`src/rtl/nsa_pkg.sv`:
```
// Shared types and constants for the nibble-serial adder.
package nsa_pkg;

    localparam int NIBBLE_W = 4;

    typedef enum logic [1:0] {
        IDLE = 2'd0,
        RUN  = 2'd1,
        DONE = 2'd2
    } nsa_state_e;

endpackage

```
`src/rtl/nibble_serial_adder_add4_slice.sv`:
```
// Purely combinational 4-bit ripple slice used once per RUN cycle.
module add4_slice
    import nsa_pkg::*;
(
    input  logic [NIBBLE_W-1:0] a,
    input  logic [NIBBLE_W-1:0] b,
    input  logic                cin,
    output logic [NIBBLE_W-1:0] sum,
    output logic                cout
);

    logic [NIBBLE_W:0] full;

    assign full = {1'b0, a} + {1'b0, b} + {{NIBBLE_W{1'b0}}, cin};
    assign sum  = full[NIBBLE_W-1:0];
    assign cout = full[NIBBLE_W];

endmodule

```
`src/rtl/nibble_serial_adder.sv`:
```
// Serial A+B+cin, one nibble per cycle, LSB nibble first, valid/ready on both sides.
// Optional signed-overflow output enabled by defining NSA_OVERFLOW_EN.
module nibble_serial_adder
    import nsa_pkg::*;
#(
    parameter int NIBBLES = 4
) (
    input  logic                  clk,
    input  logic                  rst,
    input  logic                  in_valid,
    output logic                  in_ready,
    input  logic [NIBBLE_W*NIBBLES-1:0] in_a,
    input  logic [NIBBLE_W*NIBBLES-1:0] in_b,
    input  logic                  in_cin,
    output logic                  out_valid,
    input  logic                  out_ready,
    output logic [NIBBLE_W*NIBBLES-1:0] out_sum,
    output logic                  out_cout
`ifdef NSA_OVERFLOW_EN
   ,output logic                  out_ovf
`endif
);

    localparam int W  = NIBBLE_W * NIBBLES;
    localparam int CW = $clog2(NIBBLES) + 1;

    nsa_state_e          state_q;
    logic [W-1:0]        a_q, b_q, sum_q;
    logic                carry_q;
    logic [CW-1:0]       cnt_q;
`ifdef NSA_OVERFLOW_EN
    logic                ovf_q;
`endif

    logic [NIBBLE_W-1:0] nib_sum;
    logic                nib_cout;
    logic [W+NIBBLE_W-1:0] sum_ext;
    logic [W-1:0]        sum_d;
    logic                last_nib;

    // Operands shift right each cycle so the slice always sees bits [3:0];
    // the result shifts in from the top and lands aligned after NIBBLES steps.
    add4_slice u_slice (
        .a    (a_q[NIBBLE_W-1:0]),
        .b    (b_q[NIBBLE_W-1:0]),
        .cin  (carry_q),
        .sum  (nib_sum),
        .cout (nib_cout)
    );

    always_comb begin
        sum_ext  = {nib_sum, sum_q};
        sum_d    = sum_ext[W+NIBBLE_W-1:NIBBLE_W];
        last_nib = (cnt_q == CW'(NIBBLES - 1));
    end

    always_ff @(posedge clk or posedge rst) begin
        if (rst) begin
            state_q <= IDLE;
            a_q     <= '0;
            b_q     <= '0;
            sum_q   <= '0;
            carry_q <= 1'b0;
            cnt_q   <= '0;
`ifdef NSA_OVERFLOW_EN
            ovf_q   <= 1'b0;
`endif
        end else begin
            case (state_q)
                IDLE: begin
                    if (in_valid) begin
                        a_q     <= in_a;
                        b_q     <= in_b;
                        carry_q <= in_cin;
                        sum_q   <= '0;
                        cnt_q   <= '0;
                        state_q <= RUN;
                    end
                end
                RUN: begin
                    sum_q   <= sum_d;
                    carry_q <= nib_cout;
                    a_q     <= a_q >> NIBBLE_W;
                    b_q     <= b_q >> NIBBLE_W;
                    cnt_q   <= cnt_q + CW'(1);
                    if (last_nib) begin
                        state_q <= DONE;
`ifdef NSA_OVERFLOW_EN
                        // carry into the MSB is recovered from the top bit's own sum
                        ovf_q   <= nib_cout ^ (a_q[NIBBLE_W-1] ^ b_q[NIBBLE_W-1] ^ nib_sum[NIBBLE_W-1]);
`endif
                    end
                end
                DONE: begin
                    if (out_ready) state_q <= IDLE;
                end
                default: state_q <= IDLE;
            endcase
        end
    end

    assign in_ready  = (state_q == IDLE);
    assign out_valid = (state_q == DONE);
    assign out_sum   = sum_q;
    assign out_cout  = carry_q;
`ifdef NSA_OVERFLOW_EN
    assign out_ovf   = ovf_q;
`endif

endmodule

```
`config.mk`:
```
export PLATFORM = sky130hd
export DESIGN_NAME = nibble_serial_adder
export DESIGN_NICKNAME = d
export VERILOG_FILES = /design/src/rtl/nsa_pkg.sv /design/src/rtl/nibble_serial_adder_add4_slice.sv /design/src/rtl/nibble_serial_adder.sv
export SDC_FILE = /design/constraint.sdc
export NUM_CORES = 1
export LEC_CHECK = 0
export ABC_AREA = 1
export BUFFER_PORTS_ARGS = -buffer_cell sky130_fd_sc_hd__buf_2
export CAP_MARGIN = 20
export CORE_ASPECT_RATIO = 2
export CORE_MARGIN = 1
export CORE_UTILIZATION = 54
export DETAILED_ROUTE_END_ITERATION = 8
export PLACE_DENSITY = 0.87
export SYNTH_ARGS = -nofsm -noshare
export SYNTH_HDL_FRONTEND = slang
export SYNTH_SLANG_ARGS = --single-unit
export TNS_END_PERCENT = 20
```
`constraint.sdc`:
```
create_clock -name clk -period 2.35 [get_ports clk]
set_input_delay 0.47 -clock clk [delete_from_list [all_inputs] [get_ports clk]]
set_output_delay 0.47 -clock clk [all_outputs]
set_load 0.02 [all_outputs]
```
; ---- Word level (Yosys, flattened, before mapping)
; Cells that the tools add are included.
[word_totals]
regBits = 54
latchBits = 0
inputBits = 37
word_cells = 33
output_inout_bits = 19
mem_bits_ro = 0
ram_bits = 0
mem_count = 0
[classes]
n_shift = 0
order_cmp = 0
bitwise_logic = 0
muxes = 14
reduce_logical = 4
addsub = 3
n_eq_ne = 6
mul = 0
div = 0
[op_table]
columns = cell, n
row1 = 16-bit one-hot mux with 2 select lines, 3
row2 = 16-bit 2-to-1 mux, 3
row3 = 2-bit 2-to-1 mux, 3
row4 = 2-bit one-hot mux with 3 select lines, 1
row5 = 3-bit one-hot mux with 2 select lines, 1
row6 = 4-bit by 4-bit adder with 5-bit output, 1
row7 = 5-bit by 1-bit adder with 5-bit output, 1
row8 = 2-bit inequality test (second input constant), 2
row9 = 3-bit by 1-bit adder with 3-bit output (second input constant), 1
row10 = 3-bit by 2-bit equality test with 1-bit output (second input constant), 1
row11 = 3-bit 2-to-1 mux, 1
row12 = 3-bit AND reduction, 1
row13 = 2-bit by 1-bit equality test with 1-bit output (second input constant), 1
row14 = 2-bit equality test (second input constant), 1
row15 = 2-bit zero test, 1
row16 = 2-bit by 1-bit inequality test with 1-bit output (second input constant), 1
row17 = 1-bit one-hot mux with 2 select lines, 1
row18 = 2-bit AND reduction, 1
row19 = 2-bit nonzero test, 1
row20 = 1-bit 2-to-1 mux, 1

; ---- Logic depth before layout (Yosys ltp)
; Gate-level depths: netlist of the first run.
[logic_depth]
ltp_word = 3
ltp_mapped = 8
mapped_depth_nobuf = 8

; ---- Cells and area by module
; Synthesis of the first run repeated with hierarchy kept, for this count alone.
[hier_totals]
hier_cells = 352
area_unflattened_um2 = 2718.9
[modules_own_cells]
columns = mod, area_per_inst_um2, cells_per_inst, n_inst, seq_area_each_um2
row1 = nibble_serial_adder, 2553.7, 327, 1, 1351.3
row2 = add4_slice, 165.2, 25, 1, 0.0

; ---- Worst setup path after synthesis of the first run
; No wires, ideal clock.
[synth_path]
kind = reg-to-reg
from = reg carry_q, in the netlist out_cout
to = reg carry_q, in the netlist out_cout
path_buffers = 0
path_stages_with_launch = 9
slack_ns = 0.628
setup_time_ns = 0.116
synth_period_minus_slack_ns = 1.722
required_time_ns = 2.234
arrival_time_ns = 1.606
path_cell_list = dfrtp_1 fa_1 fa_1 nand2_1 nand2_1 nand2_1 nand2_1 nand2_1 nand2_1
[synth_between]
elab_chain_len = 2
[synth_lines]
columns = item, line
row1 = from (decl), nibble_serial_adder.sv:29  ; logic carry_q;
row2 = from (signal assigned), nibble_serial_adder.sv:74  ; carry_q <= in_cin;
row3 = from (signal assigned), nibble_serial_adder.sv:82  ; carry_q <= nib_cout;
row4 = 5-bit by 1-bit adder with 5-bit output, nibble_serial_adder_add4_slice.sv:14  ; assign full = {1'b0, a} + {1'b0, b} + {{NIBBLE_W{1'b0}}, cin};
row5 = 1-bit one-hot mux with 2 select lines, nibble_serial_adder.sv:69  ; case (state_q)
; No other way between the ends.
; A chain may end at the register's enable or synchronous reset.

; ---- Worst setup path in the final report of the first run
[layout_path]
from = reg state_q[0]
to = out in_ready
[layout_between]
elab_chain_len = 1
[layout_lines]
columns = item, line
row1 = from (decl), nibble_serial_adder.sv:27  ; nsa_state_e state_q;
row2 = from (signal assigned), nibble_serial_adder.sv:59  ; state_q <= IDLE;
row3 = from (signal assigned), nibble_serial_adder.sv:77  ; state_q <= RUN;
row4 = from (signal assigned), nibble_serial_adder.sv:87  ; state_q <= DONE;
row5 = 2-bit zero test, nibble_serial_adder.sv:102  ; assign in_ready = (state_q == IDLE);
row6 = to (decl), nibble_serial_adder.sv:11  ; output logic in_ready,
; No other way between the ends.

==> results of run 1 <==
-- final cells by class --
class	count	area [um2]	area share (%)
Clock buffer	7	86.33	2.904
Clock inverter	1	5.005	0.1684
Inverter	42	160.2	5.387
Multi-Input combinational cell	186	988.4	33.25
Sequential cell	54	1351	45.45
Tap cell	55	68.82	2.315
Timing Repair Buffer	60	312.8	10.52
-- logic make-up (layout without fill, tap and decap cells) --
logic type | count (synthesis) | count (layout)
adders and majority gates | 7 | 7
and+or+nand+nor | 127 | 127
AOI/OAI and AO/OA | 52 | 52
DFF | 54 | 54
buffers and inverters | 57 | 110
-- report_power, final --
group | internal, mW | leakage (nW) | switching [mW] | total [mW]
clock network | 0.238 | 0.0482 | 0.292 | 0.530
registers | 1.35 | 0.685 | 0.265 | 1.62
logic | 0.740 | 0.861 | 1.33 | 2.07
total | 2.33 | 1.59 | 1.89 | 4.22
-- how the worst max path moves through the flow --
stage | start | endpoint | slack [ps]
6_report | state_q[0] | in_ready | 630
5_1_grt | out_cout | out_cout | 530
4_1_cts | state_q[0] | in_ready | 600
3_5_place_dp | out_cout | out_cout | 650
3_3_place_gp | out_cout | out_cout | 690
2_1_floorplan | rst | a_q[0] | 570
-- worst min-delay path, stage by stage --
cell and delay (ps):
buf_2 100, inv_2 30, buf_4 530
-- cells in the mapped netlist --
library cell	n	area, um2
o31ai_1	1	7.510
buf_4	3	22.52
o21ai_4	1	16.27
buf_2	3	15.01
o21ai_1	13	65.06
inv_4	1	6.260
nor2_2	1	6.260
o21ai_0	10	50.05
inv_2	2	7.510
a21oi_1	1	5.000
inv_1	39	146.4
o211ai_1	17	127.6
o22ai_2	8	100.1
o22ai_1	1	6.260
nand2_1	106	397.9
nand2_4	2	22.52
dfrtp_1	54	1351
nor2_1	7	26.28
fa_1	2	40.04
nand3_1	11	55.05
buf_6	9	101.4
ha_1	5	62.56
-- routing by layer --
layer  part of all wire (%)  vias up
met4                    2.2        0
met1                     42     1008
met5                      0        -
met3                    2.7        9
li1                       -     1042
met2                     53       38
-- through the flow --
stage               utilization [%]  hold WS [ps]
floorplan                         -         442.7
global placement              62.08         456.6
detailed placement            62.08         466.4
CTS                           64.04         339.2
global route                  64.04         344.5
finish                        64.04         336.6
-- registers in the layout (all words and copies together) (netlist names) --
| name | count |
|---|---|
| a_q | 16 |
| b_q | 16 |
| cnt_q | 3 |
| out_cout | 1 |
| out_sum | 16 |
| state_q | 2 |
==> summary.txt, run 1 <==
Floorplan
  • Num rows: 35
  • Top Ports: 56
  • Die height: 100.9 um
  • Core area: 4642 um2
  • Die Width: 51.43 um
  • Die area: 5187 um2
  • Initial Utilization: 56.85%

Worst setup path
  • Worst EP required: 1880 ps
  • Critical path class: register to output port
  • R2r setup slk: 640 ps
  • Critical-path top delay cell: dfrtp_1
  • Delay of the slowest critical-path stage: 510 ps
  • WP depth: 2
  • Crit-path max FO: 7
  • Critical Path Source Type: register
  • Reg2Reg Depth: 8
  • Crit-path cells: nor2_2, buf_2
  • Worst r2r src: out_cout
  • Critical Path End Type: output port
  • Data arrival, critical path: 1250 ps
  • Crit path buffers/inverters: 1
  • Critical path's top delay family: flip-flops
  • Crit Reg-Reg Endpoint: out_cout

Finish
  • Layout cells sized above 1: 23.71%
  • Commonest non-fill, non-tap cell in the layout: nand2_1
  • Final Non-Filler Cells: 405
  • Most frequent cells in the layout: 106 x nand2_1, 55 x buf_2, 54 x dfrtp_1, 38 x inv_1, 17 x o211ai_1
  • Nets: 393
  • Ant. Diodes: 0
  • Area Overhead vs Synth: 12.66%
  • Fillers: 424
  • Finished Cell Area: 2973 um2

Global routing
  • Met1 usage: 29.02%
  • Number of global-route vias before repair: 2006
  • Largest net degree at the start of global routing: 55
  • First-pass GRT wire length: 8894 um
  • Antenna violations before repair: 0
  • Total grt overflow: 0
  • Grt met2 use: 38.56%
  • GR Util met3: 3.922%
  • GR peak layer: met2
  • GRT Total Usage: 23.25%

CTS
  • Postcts setup bufs: 0
  • CTS Buffer Depth: 2
  • Hold buffer count at cts: 0
  • Root buffer cell: clkbuf_8
  • Clock Sinks: 54
  • Post-CTS sizing: 0
  • Clock-pin slew on the worst setup and hold paths: 90 ps
  • TritonCTS clock tree: built
  • Skew-Pair Late Insertion Delay: 310 ps
  • CTS H-tree depth: 2
  • CTS Buf Count: 5

Flow run
  • Max-cap viol count: 0

STA
  • RSZ-0062 raised after global routing: no
  • Final setup viols: 0
  • Setup_tns: 0 ps
  • Slack of the critical path: 627.8 ps
  • Final setup skew: 5.582 ps
  • Fin crit share: 73.29%
  • Final Hold Vio Count: 0
  • Worst Tran Pin Value: 678.6 ps
  • Crit path time final: 1722 ps
  • Slew headroom: 54.76%
  • Final Max Tran Viols: 0
  • Fmax: 0.5807 GHz

Synthesis
  • Multiplexer area fraction after synthesis: 0%
  • Mean post-synth cell area: 8.885 um2
  • Xor/xnor share of the synthesized area: 0%
  • Largest family of logic cells by synthesized area: simple AND/OR/NAND/NOR gates
  • Yosys warnings: 0
  • Synth unique cells: 22
  • Synth Area in Compound Gates: 14.32%
  • Simple-Gate Fraction of Synth Area: 19.25%
  • Synth Area in Adders: 3.888%
  • Mapped cell area: 2639 um2
  • Seq/Total Area, Yosys: 51.21%
  • Syn Nets: 341
  • Post-synthesis cell count: 297
  • Flops & latches, synth: 54

Route
  • Avg WL per Cell: 13.01 um
  • Post-Route WL: 5269 um
  • Post-DRT Antenna Nets: 0
  • Drt drc: 0
  • Vias: 2097
  • Router iterations before antenna repair: 4
  • Initial drt markers: 60
  • Drt via density: 5.178

Status
  • Outcome: finished, final reports clean

Placement
  • Port bufs: 55
  • DP Area: 2882 um2
  • Post-place setup slack: 654.1 ps
  • Routability cong.: 0.8990
  • HPWL after detailed placement: 3680 um
  • Inst Count DP: 397

Pwr
  • Worst vdd ir: 1.049 mV
  • P_leak: 1.595 nW
  • Pwr Total: 4.217 mW
  • PwrDens: 1418 nW/um2

Min path
  • Min-Delay Path Class: input pin to async pin
No activity file was read; power rests on OpenSTA's default activity.
==> run 2, diff against run 1 <==
==> constraint.sdc (replaced) <==
create_clock -name clk -period 1.7 [get_ports clk]
set_input_delay 0.34 -clock clk [delete_from_list [all_inputs] [get_ports clk]]
set_output_delay 0.34 -clock clk [all_outputs]
set_load 0.02 [all_outputs]
==> summary.txt, run 2 (synthesis gave the netlist of run 1 again) <==
Global routing
  • Antenna violations before repair: 0 (unchanged)
  • GRT Total Usage: 23.33% (+0.074 points)
  • Largest net degree at the start of global routing: 55 (unchanged)
  • First-pass GRT wire length: 9052 um (+1.8%)
  • Number of global-route vias before repair: 2052 (+2.3%)
  • Total grt overflow: 0 (unchanged)

Floorplan
  • Die height: 100.9 um (unchanged)
  • Initial Utilization: 56.85% (unchanged)
  • Num rows: 35 (unchanged)
  • Core area: 4642 um2 (unchanged)
  • Top Ports: 56 (unchanged)
  • Die Width: 51.43 um (unchanged)
  • Die area: 5187 um2 (unchanged)

Worst setup path
  • Critical path class: register to output port
  • Critical-path top delay cell: dfrtp_1
  • Worst EP required: 1360 ps (-520 ps)
  • Critical path's top delay family: flip-flops
  • Crit-path cells: nor2_2, buf_2
  • Crit path buffers/inverters: 1 (unchanged)
  • Critical Path Source Type: register
  • Critical Path End Type: output port
  • Delay of the slowest critical-path stage: 530 ps (+20 ps)
  • R2r setup slk: 110 ps (-530 ps)
  • Data arrival, critical path: 1250 ps (about the same)
  • Crit-path max FO: 7 (unchanged)

CTS
  • Postcts setup bufs: 0 (unchanged)
  • Root buffer cell: clkbuf_8
  • TritonCTS clock tree: built
  • CTS Buf Count: 5 (unchanged)
  • Hold buffer count at cts: 0 (unchanged)
  • CTS H-tree depth: 2 (unchanged)
  • Clock Sinks: 54 (unchanged)
  • Clock-pin slew on the worst setup and hold paths: 100 ps (about the same)
  • Skew-Pair Late Insertion Delay: 310 ps (about the same)
  • CTS Buffer Depth: 2 (unchanged)

STA
  • Final Hold Vio Count: 0 (unchanged)
  • Final Max Tran Viols: 0 (unchanged)
  • Worst Tran Pin Value: 390.5 ps (-288.1 ps)
  • Fmax: 0.6272 GHz
  • Hold_ws: 57.54 ps (-279.0 ps)
  • Slew headroom: 73.96% (+19 points)
  • Crit path time final: 1595 ps
  • RSZ-0062 raised after global routing: no
  • Final setup viols: 0 (unchanged)
  • Slack of the critical path: 105.5 ps (-522.3 ps)
  • Final setup skew: 8.645 ps (+3.063 ps)
  • Fin crit share: 93.79%

Pwr
  • Worst vdd ir: 1.356 mV (+29%)
  • Combinational power share: 51.1% (+2.0 points)
  • Pwr Total: 6.010 mW (+43%)
  • Pint: 3.321 mW (+43%)
  • Seq pwr share: 37.2% (-1.1 points)
  • P_sw: 2.689 mW (+42%)
  • Sw frac: 44.74% (about the same)
  • P_leak: 1.613 nW (+1.1%)
  • PwrDens: 1975 nW/um2 (+39%)
  • Clock Power Share: 11.7% (-0.9 points)

Finish
  • Nets: 396 (+0.76%)
  • Fillers: 418 (-1.4%)
  • Register area: 1351 um2 (unchanged)
  • Ant. Diodes: 0 (unchanged)
  • Multi-input logic area: 993.5 um2 (+0.51%)
  • Most frequent cells in the layout: 106 x nand2_1, 55 x buf_2, 54 x dfrtp_1, 38 x inv_1, 17 x o211ai_1
  • Layout cells sized above 1: 25.00% (+1.3 points)
  • Commonest non-fill, non-tap cell in the layout: nand2_1
  • Area Overhead vs Synth: 15.32%

Route
  • Avg WL per Cell: 13.34 um (+2.5%)
  • Vias: 2068 (-1.4%)
  • Initial drt markers: 47 (-22%)
  • Post-Route WL: 5429 um (+3.0%)
  • Router iterations before antenna repair: 4 (unchanged)
  • Drt via density: 5.081 (-1.9%)
  • Post-DRT Antenna Nets: 0 (unchanged)
  • Drt drc: 0 (unchanged)

Status
  • Outcome: finished, final reports clean

Min path
  • Min-Delay Path Class: input pin to async pin

Placement
  • Routability cong.: 0.8700 (-3.2%)
  • Port bufs: 55 (unchanged)
  • HPWL after detailed placement: 3785 um (+2.9%)
  • Post-place setup slack: 14.59 ps (-639.5 ps)

Flow run
  • Max-cap viol count: 0 (unchanged)
-- run 2: cell types whose count changed in the layout (fill, tap and decap cells not counted), moves of 2 or more --
cell,delta
clkinvlp_4,+2
buf_12,+4
fa_1,-2
fa_2,+2
-- run 2: path summary, 6_finish.rpt --
kind                       startpoint    endpoint  depth (start not counted)
min                               rst  out_sum[9]                          3
max in group asynchronous         rst      b_q[3]                          3
max                        state_q[0]    in_ready                          2
max reg2reg                  out_cout    out_cout                          8
min reg2reg                   b_q[15]     b_q[15]                          2
min in group clk            out_ready  state_q[1]                          2
-- run 2: final cells by class --
class                   instances  share of cell area [%]
flip-flops and latches         54                   44.41
multi-input cells             186                   32.65
repair buffers                 63                   12.66
inverters                      42                   5.263
clock buffers                   5                   2.262
well taps                      55                   2.262
clock inverters                 2                  0.4934
-- run 2: power by group through the flow --
stage | Combinational [mW] | Clock, mW | Sequential (mW)
6_report | 3.07 | 0.702 | 2.24
5_1_grt | 3.47 | 0.741 | 2.30
4_1_cts | 3.10 | 0.708 | 2.24
3_5_place_dp | 3.07 | 0 | 2.26
3_3_place_gp | 2.98 | 0 | 2.23
2_1_floorplan | 2.19 | 0 | 2.38
-- run 2: worst min-delay path, stage by stage --
cell and delay [ps]:
buf_2 100, inv_2 60, buf_12 270
-- run 2: per-layer routing --
metal	wire length [um]	vias to the layer above	share of wire [%]	global-route usage (%)
met5	0	-	0	0
met1	2250	980	41	27.70
met4	78	0	1.4	8.108
li1	-	1042	-	-
met3	137	6	2.5	2.715
met2	2963	40	55	42.06
-- run 2: through the flow --
stage | utilization, % | TNS, ps | instances | cell area (um2)
2_1_floorplan | - | -22.18 | 297 | 2639
3_3_place_gp | 63.64 | 0 | 400 | 2954
3_5_place_dp | 63.64 | 0 | 400 | 2954
4_1_cts | 65.50 | 0 | 407 | 3040
5_1_grt | 65.55 | 0 | 407 | 3043
6_report | 65.55 | 0 | 407 | 3043
-- run 2: what timing repair did --
| action | in CTS | in global routing |
|---|---|---|
| cloned | 0 | 0 |
| endpoints found under the setup margin | 1 | 1 |
| resized for setup | 1 | 1 |
| hold endpoints to repair | 0 | 0 |
==> run 3, diff against run 2 <==
--- a/config.mk
+++ b/config.mk
@@ -8,11 +8,13 @@
 export ABC_AREA = 1
 export BUFFER_PORTS_ARGS = -buffer_cell sky130_fd_sc_hd__buf_2
 export CAP_MARGIN = 20
+export CELL_PAD_IN_SITES_DETAIL_PLACEMENT = 0
+export CELL_PAD_IN_SITES_GLOBAL_PLACEMENT = 1
 export CORE_ASPECT_RATIO = 2
 export CORE_MARGIN = 1
-export CORE_UTILIZATION = 54
+export CORE_UTILIZATION = 40
 export DETAILED_ROUTE_END_ITERATION = 8
-export PLACE_DENSITY = 0.87
+export PLACE_DENSITY_LB_ADDON = 0.08
 export SYNTH_ARGS = -nofsm -noshare
 export SYNTH_HDL_FRONTEND = slang
 export SYNTH_SLANG_ARGS = --single-unit
==> summary.txt, run 3 (synthesis gave the netlist of run 1 again) <==
Pwr
  • Sw frac: 41.92% (-2.8 points)
  • Seq pwr share: 33.9% (-3.3 points)
  • Clock Power Share: 19.9% (+8.2 points)
  • Combinational power share: 46.2% (-4.9 points)
  • Pint: 3.851 mW (+16%)
  • P_sw: 2.780 mW (+3.4%)
  • Worst vdd ir: 1.120 mV (-17%)
  • PwrDens: 2079 nW/um2 (+5.3%)
  • P_leak: 1.677 nW (+4.0%)
  • Pwr Total: 6.632 mW (+10%)

Floorplan
  • Core area: 6361 um2 (+37%)
  • Num rows: 41 (+17%)
  • Die Width: 59.43 um (+16%)
  • Initial Utilization: 41.48% (-15 points)
  • Top Ports: 56 (unchanged)
  • Die height: 116.9 um (+16%)
  • Die area: 6945 um2 (+34%)

Global routing
  • First-pass GRT wire length: 9811 um (+8.4%)
  • Antenna violations before repair: 0 (unchanged)
  • Largest net degree at the start of global routing: 34 (-38%)
  • Number of global-route vias before repair: 2034 (-0.88%)
  • Total grt overflow: 0 (unchanged)
  • GRT Total Usage: 19.37% (-4.0 points)

Route
  • Vias: 2076 (+0.39%)
  • Router iterations before antenna repair: 4 (unchanged)
  • Post-Route WL: 6100 um (+12%)
  • Post-DRT Antenna Nets: 0 (unchanged)
  • Drt drc: 0 (unchanged)
  • Drt via density: 4.697 (-7.6%)
  • Avg WL per Cell: 13.80 um (+3.5%)
  • Initial drt markers: 82 (+74%)

Placement
  • Inst Count DP: 434 (+8.5%)
  • DP Area: 2990 um2 (+1.2%)
  • HPWL after detailed placement: 4314 um (+14%)
  • Routability cong.: 0.7553 (-13%)
  • Port bufs: 55 (unchanged)

Worst setup path
  • Worst EP required: 1890 ps (+530 ps)
  • Crit Reg-Reg Endpoint: out_cout
  • Critical path class: register to register
  • Data arrival, critical path: 1770 ps (+520 ps)
  • Critical Path End Type: register
  • Worst r2r src: out_cout
  • CP startpoint: out_cout
  • Reg2Reg Depth: 8 (unchanged)
  • Critical Path Source Type: register
  • Crit-path max FO: 2 (-5)
  • Worst Setup EP: out_cout
  • R2r setup slk: 120 ps (about the same)

CTS
  • Root buffer cell: clkbuf_16
  • Clock-pin slew on the worst setup and hold paths: 70 ps (-30 ps)
  • CTS Buf Count: 5 (unchanged)
  • Clock Sinks: 54 (unchanged)
  • Hold buffer count at cts: 0 (unchanged)
  • CTS H-tree depth: 2 (unchanged)
  • Skew-Pair Late Insertion Delay: 290 ps (-20 ps)
  • CTS Buffer Depth: 2 (unchanged)
  • TritonCTS clock tree: built

STA
  • RSZ-0062 raised after global routing: no
  • Final setup skew: 4.450 ps (-4.195 ps)
  • Fmax: 0.6324 GHz (+0.83%)
  • Final setup viols: 0 (unchanged)
  • Crit path time final: 1581 ps (-13.16 ps)
  • Slew headroom: 69.63% (-4.3 points)
  • Worst Tran Pin Value: 454.9 ps (+64.39 ps)
  • Final Hold Vio Count: 0 (unchanged)
  • Fin crit share: 93.02% (-0.77 points)
  • Setup_tns: 0 ps (unchanged)
  • Final Max Tran Viols: 0 (unchanged)

Finish
  • Layout cells sized above 1: 25.84% (+0.84 points)
  • Core Util, Final: 50.14% (-15 points)
  • Nets: 399 (+0.76%)
  • Most frequent cells in the layout: 106 x nand2_1, 55 x buf_2, 54 x dfrtp_1, 38 x inv_1, 17 x o211ai_1
  • Ant. Diodes: 0 (unchanged)
  • Final Non-Filler Cells: 442 (+8.6%)
  • Finished Cell Area: 3189 um2 (+4.8%)
  • Commonest non-fill, non-tap cell in the layout: nand2_1
  • Area Overhead vs Synth: 20.86%

Status
  • Outcome: finished, final reports clean

Flow run
  • Max-cap viol count: 0 (unchanged)

Min path
  • Min-Delay Path Class: input pin to async pin
## run 3: changes by cell type in the layout (fill, tap and decap cells not counted), sizes merged
cell,previous run,this run
bufinv,0,2
clkinv,0,1
clkinvlp,2,0
buf,63,66
## run 3: worst min-delay path by stage
stage              start    endpoint  slack [ps]  cells after the start
2_1_floorplan  out_ready  state_q[1]         440                      1
3_3_place_gp         rst      b_q[1]         380                      2
3_5_place_dp         rst      b_q[1]         380                      2
4_1_cts              rst  out_sum[8]          60                      2
5_1_grt              rst  out_sum[9]          80                      2
6_report             rst      b_q[1]          40                      2
## run 3: metal layers
metal / part of all wire, % / track usage [%] / vias to the layer above / wire length, um
li1: - / - / 1049 / -
met1: 43 / 24.07 / 987 / 2643
met2: 53 / 32.81 / 34 / 3208
met3: 2.4 / 3.297 / 6 / 149
met4: 1.6 / 7.619 / 0 / 99
met5: 0 / 0 / - / 0
## run 3: per-stage QoR
stage / hold slack, ps / worst slack (ps)
6_report: 44.88 / 118.6
5_1_grt: 81.12 / 3.185
4_1_cts: 56.56 / 62.64
3_5_place_dp: 380.7 / 12.48
3_3_place_gp: 378.1 / 31.23
2_1_floorplan: 436.0 / -22.18
## run 3: worst max-delay path, cell delays in order, from the launching register on
cell and delay [ps]:
dfrtp_1 410, fa_2 410, fa_2 340, nand2_1 80, nand2_1 50, nand2_1 50
nand2_1 40, nand2_1 50, nand2_1 40
## run 3: what timing repair did
item	CTS	global route
setup endpoints to repair	1	1
buffers inserted	0	0
gates resized for setup	1	1
## run 3: layout make-up
type,instances,area (um2)
Timing Repair Buffer,66,382.9
Tap cell,86,107.6
Fill cell,687,3172
Inverter,42,160.2
Clock buffer,5,125.1
Multi-Input combinational cell,186,993.5
Clock inverter,3,68.82
Sequential cell,54,1351
## run 3: power by group through the flow
stage	clock network [mW]	registers, mW	logic [mW]
after floorplan	0	2.38	2.19
after global placement	0	2.25	3.08
after detailed placement	0	2.27	3.11
after CTS	1.35	2.25	3.12
after global routing	1.40	2.31	3.49
final	1.32	2.25	3.07
